<file path="config.mk">
export PLATFORM = sky130hd
export DESIGN_NAME = brick_hit_detector
export DESIGN_NICKNAME = d
export VERILOG_FILES = /design/src/rtl/brick_hit_detector.sv
export SDC_FILE = /design/constraint.sdc
export NUM_CORES = 1
export LEC_CHECK = 0
export CAP_MARGIN = 10
export CORE_ASPECT_RATIO = 0.9
export CORE_MARGIN = 4
export CORE_UTILIZATION = 40
export DETAILED_ROUTE_END_ITERATION = 16
export SYNTH_ARGS = -nofsm -noshare
export SYNTH_HDL_FRONTEND = slang
export SYNTH_SLANG_ARGS = --single-unit
export TNS_END_PERCENT = 1
</file>
<file path="constraint.sdc">
create_clock -name clk -period 4.8 [get_ports clk]
set_input_delay 0.72 -clock clk [delete_from_list [all_inputs] [get_ports clk]]
set_output_delay 0.72 -clock clk [all_outputs]
set_load 0.05 [all_outputs]
</file>
<file path="src/rtl/brick_hit_detector.sv">
// Per-frame ball/target collision scanner: walks all targets once per frame tick,
// records the lowest-index new hit, and commits it with a one-cycle bounce request.
module brick_hit_detector #(
  parameter int unsigned N_TGT = 25
) (
  input  logic             clk,
  input  logic             rst,
  input  logic             clear,
  input  logic             frame_tick,
  input  logic [9:0]       ball_x,
  input  logic [9:0]       ball_y,
  input  logic [9:0]       ball_size,
  input  logic [9:0]       tgt_x,
  input  logic [9:0]       tgt_y,
  input  logic [9:0]       tgt_w,
  input  logic [9:0]       tgt_h,
  output logic [4:0]       tgt_idx,
  output logic [N_TGT-1:0] collision_ball,
  output logic             hit_pulse,
  output logic [4:0]       hit_idx,
  output logic             bounce_x,
  output logic             bounce_y,
  output logic             scan_busy,
  output logic [4:0]       hit_count,
  output logic             all_cleared,
  output logic             overrun
);

  typedef enum logic [1:0] {StIdle, StScan, StDone} state_e;

  state_e     state_q;
  logic [9:0] cur_x_q, cur_y_q, prev_x_q, prev_y_q;
  logic       found_q, axis_x_q;
  logic [4:0] idx_q;

  logic [10:0] tx, ty, tx_end, ty_end, cx, cy, cx_end, cy_end, px, px_end;
  logic        skip, overlap, hit, take, axis_x;
  logic        found_n, axis_n, last;
  logic [4:0]  idx_n;

  always_comb begin
    tx      = {1'b0, tgt_x};
    ty      = {1'b0, tgt_y};
    tx_end  = {1'b0, tgt_x} + {1'b0, tgt_w};
    ty_end  = {1'b0, tgt_y} + {1'b0, tgt_h};
    cx      = {1'b0, cur_x_q};
    cy      = {1'b0, cur_y_q};
    cx_end  = {1'b0, cur_x_q} + {1'b0, ball_size};
    cy_end  = {1'b0, cur_y_q} + {1'b0, ball_size};
    px      = {1'b0, prev_x_q};
    px_end  = {1'b0, prev_x_q} + {1'b0, ball_size};
    skip    = (tgt_x == 10'd640) || collision_ball[tgt_idx];
    overlap = (cx < tx_end) && (cx_end > tx) && (cy < ty_end) && (cy_end > ty);
    hit     = (state_q == StScan) && !skip && overlap;
    // Ball was fully beside the target last frame: it came in through a vertical edge.
    axis_x  = (px_end <= tx) || (px >= tx_end);
    take    = hit && !found_q;
    found_n = found_q | hit;
    idx_n   = take ? tgt_idx : idx_q;
    axis_n  = take ? axis_x : axis_x_q;
    last    = (tgt_idx == 5'(N_TGT - 1));
  end

  always_ff @(posedge clk or negedge rst) begin
    if (!rst) begin
      state_q        <= StIdle;
      tgt_idx        <= '0;
      cur_x_q        <= '0;
      cur_y_q        <= '0;
      prev_x_q       <= '0;
      prev_y_q       <= '0;
      found_q        <= 1'b0;
      axis_x_q       <= 1'b0;
      idx_q          <= '0;
      collision_ball <= '0;
      hit_count      <= '0;
      hit_pulse      <= 1'b0;
      hit_idx        <= '0;
      bounce_x       <= 1'b0;
      bounce_y       <= 1'b0;
      scan_busy      <= 1'b0;
      all_cleared    <= 1'b0;
      overrun        <= 1'b0;
    end else if (clear) begin
      state_q        <= StIdle;
      tgt_idx        <= '0;
      cur_x_q        <= ball_x;
      cur_y_q        <= ball_y;
      prev_x_q       <= ball_x;
      prev_y_q       <= ball_y;
      found_q        <= 1'b0;
      collision_ball <= '0;
      hit_count      <= '0;
      hit_pulse      <= 1'b0;
      hit_idx        <= '0;
      bounce_x       <= 1'b0;
      bounce_y       <= 1'b0;
      scan_busy      <= 1'b0;
      all_cleared    <= 1'b0;
      overrun        <= 1'b0;
    end else begin
      hit_pulse <= 1'b0;
      hit_idx   <= '0;
      bounce_x  <= 1'b0;
      bounce_y  <= 1'b0;
      unique case (state_q)
        StIdle: begin
          if (frame_tick) begin
            prev_x_q  <= cur_x_q;
            prev_y_q  <= cur_y_q;
            cur_x_q   <= ball_x;
            cur_y_q   <= ball_y;
            found_q   <= 1'b0;
            tgt_idx   <= '0;
            scan_busy <= 1'b1;
            state_q   <= StScan;
          end
        end
        StScan: begin
          if (frame_tick) overrun <= 1'b1;
          found_q  <= found_n;
          idx_q    <= idx_n;
          axis_x_q <= axis_n;
          if (last) begin
            // Pulses go out in the DONE cycle, so they include the final target's result.
            tgt_idx   <= '0;
            scan_busy <= 1'b0;
            hit_pulse <= found_n;
            hit_idx   <= found_n ? idx_n : 5'd0;
            bounce_x  <= found_n & axis_n;
            bounce_y  <= found_n & ~axis_n;
            state_q   <= StDone;
          end else begin
            tgt_idx <= tgt_idx + 5'd1;
          end
        end
        StDone: begin
          if (frame_tick) overrun <= 1'b1;
          if (found_q) begin
            collision_ball[idx_q] <= 1'b1;
            hit_count             <= hit_count + 5'd1;
            all_cleared           <= (hit_count == 5'(N_TGT - 1));
          end
          state_q <= StIdle;
        end
        default: state_q <= StIdle;
      endcase
    end
  end

endmodule

</file>
==> impl_summary.log, run 1 <==
[metrics] Tightest Hold Check Type: reg2reg
[metrics] final worst-path cycle share: 0.951
[metrics] share of the yosys chip area belonging to registers: 0.306
[metrics] r2r setup slk: 0.61 ns
[metrics] core region area: 16,900 um^2
[metrics] Gate Count Post-Synth: 721
[metrics] Period minus WS final: 4.56 ns
[metrics] CP Buf/Inv Count: 3
[metrics] worst-case clock skew: 0.0102 ns
[metrics] number of top-level pins: 120
[metrics] final setup violation count: 0
[metrics] total number of nets in the final design: 1,080
[metrics] number of instances in the placed design: 1,106
[metrics] vias after detailed routing: 5,967
[metrics] initial antenna violation count: 0
[metrics] number of fill cells: 1,532
[metrics] average size of a mapped cell: 9.63 um^2
[metrics] Clock Tree Buf Depth: 2
[metrics] violation count after the first detailed-route iteration: 273
[metrics] largest net degree at the start of global routing: 86
[metrics] global placer's final weighted congestion: 0.874
[metrics] power per cell area: 317 nW/um^2
[metrics] number of synthesized register bits: 85
[metrics] number of warnings issued by yosys: 0
[metrics] GR Overflow Total: 0
[metrics] residual DRC count: 0
[metrics] data arrival time of the critical path: 4.81 ns
[metrics] WHS Endpoint: overrun$_DFFE_PN0P_
[metrics] number of rows in the core area: 45
[metrics] fin area: 9110 um^2
[metrics] data required time of the critical path: 5.04 ns
[metrics] full die area: 19,500 um^2
[metrics] CP Launch Type: input port
[metrics] Top FF cell, synth: dfrtp_1
[metrics] detail-routed via count per cell: 5.30
[metrics] CP Max Fanout: 3
[metrics] first-pass iteration count of the detailed router: 4
[metrics] count of distinct cell types in the synthesized netlist: 53
[metrics] sum of routed wire length over all layers: 18,900 um
[metrics] final core area utilization: 0.538
[metrics] RSZ-0062 raised after global routing: false
[metrics] Crit-path slowest cell: clkdlybuf4s50_1
[metrics] count of flip-flops with a built-in enable after synthesis: 0
[metrics] cell type group with the largest total delay on the critical path: compound AO/OA/AOI/OAI gates
[metrics] combined area of all synthesized cells: 6940 um^2
[metrics] area overhead of the layout relative to synthesis: 31.2%
[metrics] GRT Util Overall: 0.195
[metrics] total of max-cap violations: 0
[metrics] Max-Slew Margin vs Limit: 0.282
[metrics] starting density of the core: 0.410
[metrics] overall die width: 147 um
[metrics] number of nets produced by synthesis: 916
[metrics] worst voltage drop across the vdd grid: 0.183 mV
[metrics] Fmax achieved: 0.219 GHz
[metrics] number of global-route vias before repair: 6,211
[metrics] overall power of the completed layout: 2.88 mW
[metrics] number of cells on the worst reg-to-reg path: 18
[metrics] CTS HTree Levels: 3
[metrics] antenna-violating nets left: 0
[metrics] endpoint of the lowest-slack register-to-register path: bounce_x$_DFF_PN0_
[metrics] clock buffers created by TritonCTS: 9
[metrics] Max stage delay on crit path: 0.50 ns
[metrics] Clk Tree Root Cell: clkbuf_16
[metrics] startpoint of the most critical register-to-register path: cur_y_q[0]$_DFFE_PN0P_
[metrics] Num Clock Sinks: 85
[metrics] floorplan die height: 133 um
[metrics] transition time at the pin with the least slew margin: 1.08 ns
[metrics] classification of the worst setup path: in2reg
[metrics] antenna diode count: 0
[metrics] result of the run: finished, final reports clean
[metrics] Skew-Pair Late Insertion Delay: 0.35 ns
[metrics] most frequent CP cell: a21oi_2
[metrics] final-report max-slew violation count: 0
[metrics] Leakage Power: 4.29 nW
[metrics] final non-filler cell total: 1,125
[metrics] Critical Path Sink Type: register
[metrics] cells along the critical path: clkdlybuf4s50_1, ha_1, a21o_1, a21oi_2, o21bai_1, a21oi_2, o21ai_1, a21o_1, a21oi_2, xor2_1, ha_1, nand3_2, nor3_1, a2111oi_4, buf_4, o211ai_1, nor4_4, buf_6, mux2_4, nor2b_1
[metrics] Hold Crit Depth: 2
[metrics] hold wc startpoint: overrun$_DFFE_PN0P_
[metrics] Final HPWL DP: 15,000 um
[metrics] Worst-path clk slew: 0.07 ns
[metrics] average wire per standard cell: 16.8 um
[metrics] TritonCTS clock tree: yes
[metrics] number of buffer cells added on primary ports: 119
[metrics] global-route wire length before repair: 31,100 um
[metrics] final hold violation count: 0
[metrics] Post-synth ARST share: 1.00
[metrics] share of post-route cells with drive strength above 1: 0.129
[metrics] total cell area at the placement stage: 8710 um^2
==> per-layer routing <==
metal  GRT usage  vias up  part of all wire
met1       0.280     2847              0.49
met5           0        -                 0
met4      0.0569        0             0.020
li1            -     2960                 -
met2       0.305      133              0.45
met3      0.0301       27             0.043
==> state kept, by name (all words and copies together), names as in the netlist <==
name,cells
hit_pulse,1
prev_x_q,10
scan_busy,1
found_q,1
axis_x_q,1
all_cleared,1
hit_idx,5
cur_x_q,10
cur_y_q,10
bounce_y,1
tgt_idx,5
overrun,1
idx_q,5
hit_count,5
collision_ball,25
bounce_x,1
state_q,2
==> cell usage after synthesis (all sizes together), types with 5 or more instances <==
library cell  count  share of area
nand3            13         0.0094
o21ai            44          0.032
mux2i            16          0.023
a21oi            78          0.056
mux2             27          0.047
a21o             23          0.025
fa                5          0.014
nor4              5         0.0067
xnor2            26          0.033
and3              6         0.0054
nor2b             6         0.0054
nand2b            7         0.0063
o211ai            5         0.0054
mux4              6          0.023
xor2             15          0.019
a221oi            6          0.010
clkbuf           13         0.0070
a211oi            7         0.0076
nor2             57          0.031
dfrtp            85           0.31
inv              42          0.023
nand2            45          0.024
o21bai           11          0.012
nor3              8         0.0058
nand4            11         0.0099
ha              116           0.21
==> cell usage in the layout (no fill, tap or decap), types with 4 or more instances in the layout <==
cell type,count
a211oi_1,4
a21o_1,23
a21oi_1,71
a21oi_2,7
a221oi_1,5
and3_1,6
buf_4,50
clkbuf_16,9
clkdlybuf4s50_1,112
dfrtp_1,85
dlymetal6s2s_1,5
fa_1,4
ha_1,114
inv_1,42
mux2_2,20
mux2_4,7
mux2i_1,16
mux4_1,6
nand2_1,45
nand2b_1,7
nand3_1,12
nand4_1,11
nor2_1,57
nor2b_1,6
nor3_1,7
nor4_1,4
o211ai_1,5
o21ai_0,41
o21bai_1,11
xnor2_1,26
xor2_1,15
==> logic make-up after synthesis <==
logic type | synth area share
AOI/OAI and AO/OA | 0.174
xor gates and xnor gates | 0.0517
adders and majority gates | 0.224
buffers and inverters | 0.0337
DFF | 0.306
muxes | 0.0928
and+or+nand+nor | 0.118
==> through the flow <==
step / TNS (ns) / setup WS [ns] / hold slack [ns]
after CTS: 0 / 0.00188 / 0.513
final: 0 / 0.237 / 0.510
after global routing: 0 / 0.0174 / 0.556
after global placement: -6.75 / -0.594 / 0.490
after floorplan: 0 / 0.297 / 0.424
after detailed placement: -8.82 / -0.740 / 0.500
==> layout make-up <==
class	instances	area, um^2	area share
repair buffers	169	1580	0.173
multi-input cells	578	4660	0.512
inverters	42	158	0.0173
well taps	235	294	0.0323
clock buffers	10	239	0.0262
clock inverters	6	52.6	0.00577
flip-flops and latches	85	2130	0.233
==> worst min-delay path, stage by stage, from the launching register on <==
cell,delay (ns)
dfrtp_1,0.35
a21oi_1,0.05
nor2_1,0.08
==> how the worst max path moves through the flow <==
| stage | startpoint | to | cells after the start | slack [ns] |
|---|---|---|---|---|
| 2_1_floorplan | tgt_y[0] | axis_x_q$_DFFE_PN0P_ | 17 | 0.30 |
| 3_3_place_gp | tgt_y[0] | bounce_x$_DFF_PN0_ | 19 | -0.59 |
| 3_5_place_dp | tgt_y[0] | bounce_x$_DFF_PN0_ | 19 | -0.74 |
| 4_1_cts | tgt_y[0] | idx_q[2]$_DFFE_PN0P_ | 19 | 0.002 |
| 5_1_grt | ball_size[2] | idx_q[2]$_DFFE_PN0P_ | 19 | 0.02 |
| 6_report | tgt_h[1] | bounce_x$_DFF_PN0_ | 20 | 0.24 |
==> timing repair <==
action	CTS	global route
endpoints found under the hold margin	0	0
hold buffers	0	0
resized for setup	7	20
pin swaps	1	16
endpoints found under the setup margin	15	15
setup buffers	0	4
==> power by group <==
group	leakage [nW]	switching, mW	total, mW	internal (mW)
Sequential	1.12	0.0779	0.853	0.775
Clock	0.138	0.318	0.691	0.373
Combinational	3.03	0.686	1.34	0.655
Total	4.29	1.08	2.88	1.80
Note: power is estimated with default switching activity, not from simulation.
==> run 2, diff against run 1 <==
==> constraint.sdc (replaced) <==
create_clock -name clk -period 4.8 [get_ports clk]
set_input_delay 0.72 -clock clk [delete_from_list [all_inputs] [get_ports clk]]
set_output_delay 0.72 -clock clk [all_outputs]
set_load 0.02 [all_outputs]
==> results of run 2 <==
The final DEF is identical to that of run 1. Status: finished, final reports clean.
Main changes from that run: total power 2.88 mW -> 2.87 mW
==> run 3, diff against run 2 <==
--- a/config.mk
+++ b/config.mk
@@ -6,10 +6,13 @@
 export NUM_CORES = 1
 export LEC_CHECK = 0
 export CAP_MARGIN = 10
+export CELL_PAD_IN_SITES_DETAIL_PLACEMENT = 1
+export CELL_PAD_IN_SITES_GLOBAL_PLACEMENT = 2
 export CORE_ASPECT_RATIO = 0.9
 export CORE_MARGIN = 4
-export CORE_UTILIZATION = 40
+export CORE_UTILIZATION = 34
 export DETAILED_ROUTE_END_ITERATION = 16
+export PLACE_DENSITY_LB_ADDON = 0.1
 export SYNTH_ARGS = -nofsm -noshare
 export SYNTH_HDL_FRONTEND = slang
 export SYNTH_SLANG_ARGS = --single-unit
==> run 3 against run 2 <==
  * Combinational power increased by 5%
  * Critical path depth decreased by 2
  * Maximum frequency decreased by 0.39%
  * Clock skew decreased by 0.0019 ns
  * Non-clock buffer count increased by 19
  * Sequential share of layout area decreased by 0.55 points
  * Register-to-register slack got worse by 0.10 ns
  * Routed wire length increased by 15%
  * Global-route usage increased by 0.13 points
  * Sequential power increased by 0.9%
  * Final area increased by 2.4%
  * Hold slack got worse by 0.10 ns
  * Largest power group unchanged
==> impl_summary.log, run 3 (synthesized netlist as in run 1, its figures left out) <==
[metrics] result of the run: finished, final reports clean
[metrics] GRT Util Overall: 0.196
[metrics] area overhead of the layout relative to synthesis: 34.4%
[metrics] overall die width: 159 um
[metrics] classification of the worst setup path: in2reg
[metrics] Clock Tree Buf Depth: 2
[metrics] final hold violation count: 0
[metrics] total cell area at the placement stage: 8850 um^2
[metrics] Critical Path Sink Type: register
[metrics] final worst-path cycle share: 0.954
[metrics] fin area: 9330 um^2
[metrics] commonest cells after routing, fill and taps aside: ha_1 (115), clkdlybuf4s50_1 (111), dfrtp_1 (85), a21oi_1 (71), buf_4 (68)
[metrics] TritonCTS clock tree: yes
[metrics] total of max-cap violations: 0
[metrics] vias after detailed routing: 6,154
[metrics] core region area: 20,000 um^2
[metrics] Final HPWL DP: 17,600 um
[metrics] post-place setup slack: -0.563 ns
[metrics] number of buffer cells added on primary ports: 119
[metrics] data arrival time of the critical path: 4.82 ns
[metrics] share of post-route cells with drive strength above 1: 0.150
[metrics] register containing the most flip-flops in the final layout: collision_ball
[metrics] first-pass iteration count of the detailed router: 4
[metrics] Period minus WS final: 4.58 ns
[metrics] Num Clock Sinks: 85
[metrics] data required time of the critical path: 5.03 ns
[metrics] number of rows in the core area: 49
[metrics] CP Launch Type: input port
[metrics] Worst-path clk slew: 0.07 ns
[metrics] final non-filler cell total: 1,164
[metrics] violation count after the first detailed-route iteration: 214
[metrics] antenna-violating nets left: 0
[metrics] final core area utilization: 0.465
[metrics] Skew-Pair Late Insertion Delay: 0.35 ns
[metrics] RSZ-0062 raised after global routing: false
[metrics] final-report max-slew violation count: 0
[metrics] Max-Slew Margin vs Limit: 0.225
[metrics] initial antenna violation count: 0
[metrics] transition time at the pin with the least slew margin: 1.15 ns
[metrics] power per cell area: 322 nW/um^2
[metrics] number of instances in the placed design: 1,141
[metrics] antenna diode count: 0
[metrics] Fmax achieved: 0.218 GHz
[metrics] max FFs per register: 25
[metrics] CP Max Fanout: 6
[metrics] average wire per standard cell: 18.8 um
[metrics] global-route wire length before repair: 35,300 um
[metrics] number of top-level pins: 120
[metrics] number of global-route vias before repair: 6,822
[metrics] full die area: 22,800 um^2
[metrics] Clk Tree Root Cell: clkbuf_16
[metrics] Worst Slack Setup Final: 0.219 ns
[metrics] largest net degree at the start of global routing: 58
[metrics] starting density of the core: 0.346
[metrics] worst-case clock skew: 0.00826 ns
[metrics] global placer's final weighted congestion: 0.876
[metrics] CTS HTree Levels: 3
[metrics] clock buffers created by TritonCTS: 9
[metrics] detail-routed via count per cell: 5.29
[metrics] final setup violation count: 0
[metrics] overall power of the completed layout: 3.01 mW
[metrics] floorplan die height: 144 um
[metrics] Leakage Power: 4.40 nW
[metrics] GR Overflow Total: 0
[metrics] Tightest Hold Check Type: in2async
[metrics] sum of routed wire length over all layers: 21,800 um
[metrics] worst voltage drop across the vdd grid: 0.175 mV
[metrics] commonest non-fill, non-tap cell in the layout: ha_1
[metrics] total number of nets in the final design: 1,099
[metrics] residual DRC count: 0
[run 3: cell count changes in the layout (fill, tap and decap cells not counted), sizes merged]
cell	before	now
clkinvlp	2	1
inv	45	47
bufinv	0	1
buf	52	71
clkinv	1	0
clkdlybuf4s50	112	111
clkbuf	10	9
dlygate4sd2	0	1
[run 3: path summary, 6_finish.rpt]
kind,slack (ns),from,end,cells past startpoint
max in group asynchronous,3.42,rst,collision_ball[2]$_DFFE_PN0P_,2
min reg2reg,0.52,overrun$_DFFE_PN0P_,overrun$_DFFE_PN0P_,2
max,0.22,tgt_x[1],axis_x_q$_DFFE_PN0P_,18
min,0.41,rst,hit_idx[4]$_DFF_PN0_,1
min in group clk,0.52,overrun$_DFFE_PN0P_,overrun$_DFFE_PN0P_,2
max reg2reg,0.51,cur_y_q[0]$_DFFE_PN0P_,axis_x_q$_DFFE_PN0P_,18
[run 3: power breakdown]
| group | total [mW] | internal [mW] | switching [mW] |
|---|---|---|---|
| Clock | 0.753 | 0.417 | 0.336 |
| Sequential | 0.861 | 0.775 | 0.0866 |
| Combinational | 1.39 | 0.694 | 0.699 |
[run 3: final cells by class]
| type | instances | area (um^2) |
|---|---|---|
| clock inverter | 7 | 86.3 |
| tap | 255 | 319 |
| multi-input combinational | 578 | 4680 |
| sequential | 85 | 2130 |
| fill | 2274 | 10700 |
| clock buffer | 9 | 225 |
| timing repair buffer | 188 | 1730 |
| inverter | 42 | 158 |
[run 3: through the flow]
stage,hold slack [ns],TNS (ns)
finish,0.407,0
global route,0.452,0
CTS,0.429,0
detailed placement,0.507,-6.40
global placement,0.486,-5.95
floorplan,0.424,0
[run 3: layer usage]
layer	part of all wire	global-route usage
met5	0	0
met2	0.46	0.318
met1	0.49	0.278
met3	0.033	0.0241
met4	0.016	0.0516
[run 3: repair_timing]
action                     in CTS  in global routing
setup endpoints to repair       9                 15
gates cloned                    0                  0
pin swaps                       4                 19
gates resized for setup         8                 23
setup buffers                   3                  4
hold buffers                    0                  0
[run 3: worst max-delay path, stage by stage]
cell,delay [ns]
clkdlybuf4s50_1,0.48
ha_1,0.32
a21o_1,0.15
a21oi_1,0.19
o21bai_1,0.10
a21oi_1,0.23
o21ai_0,0.18
a21o_1,0.21
a21oi_1,0.16
xor2_1,0.31
ha_1,0.31
and3_1,0.22
a221oi_4,0.26
o21ai_2,0.11
nor4_4,0.23
and2_4,0.21
buf_12,0.12
mux2_4,0.29
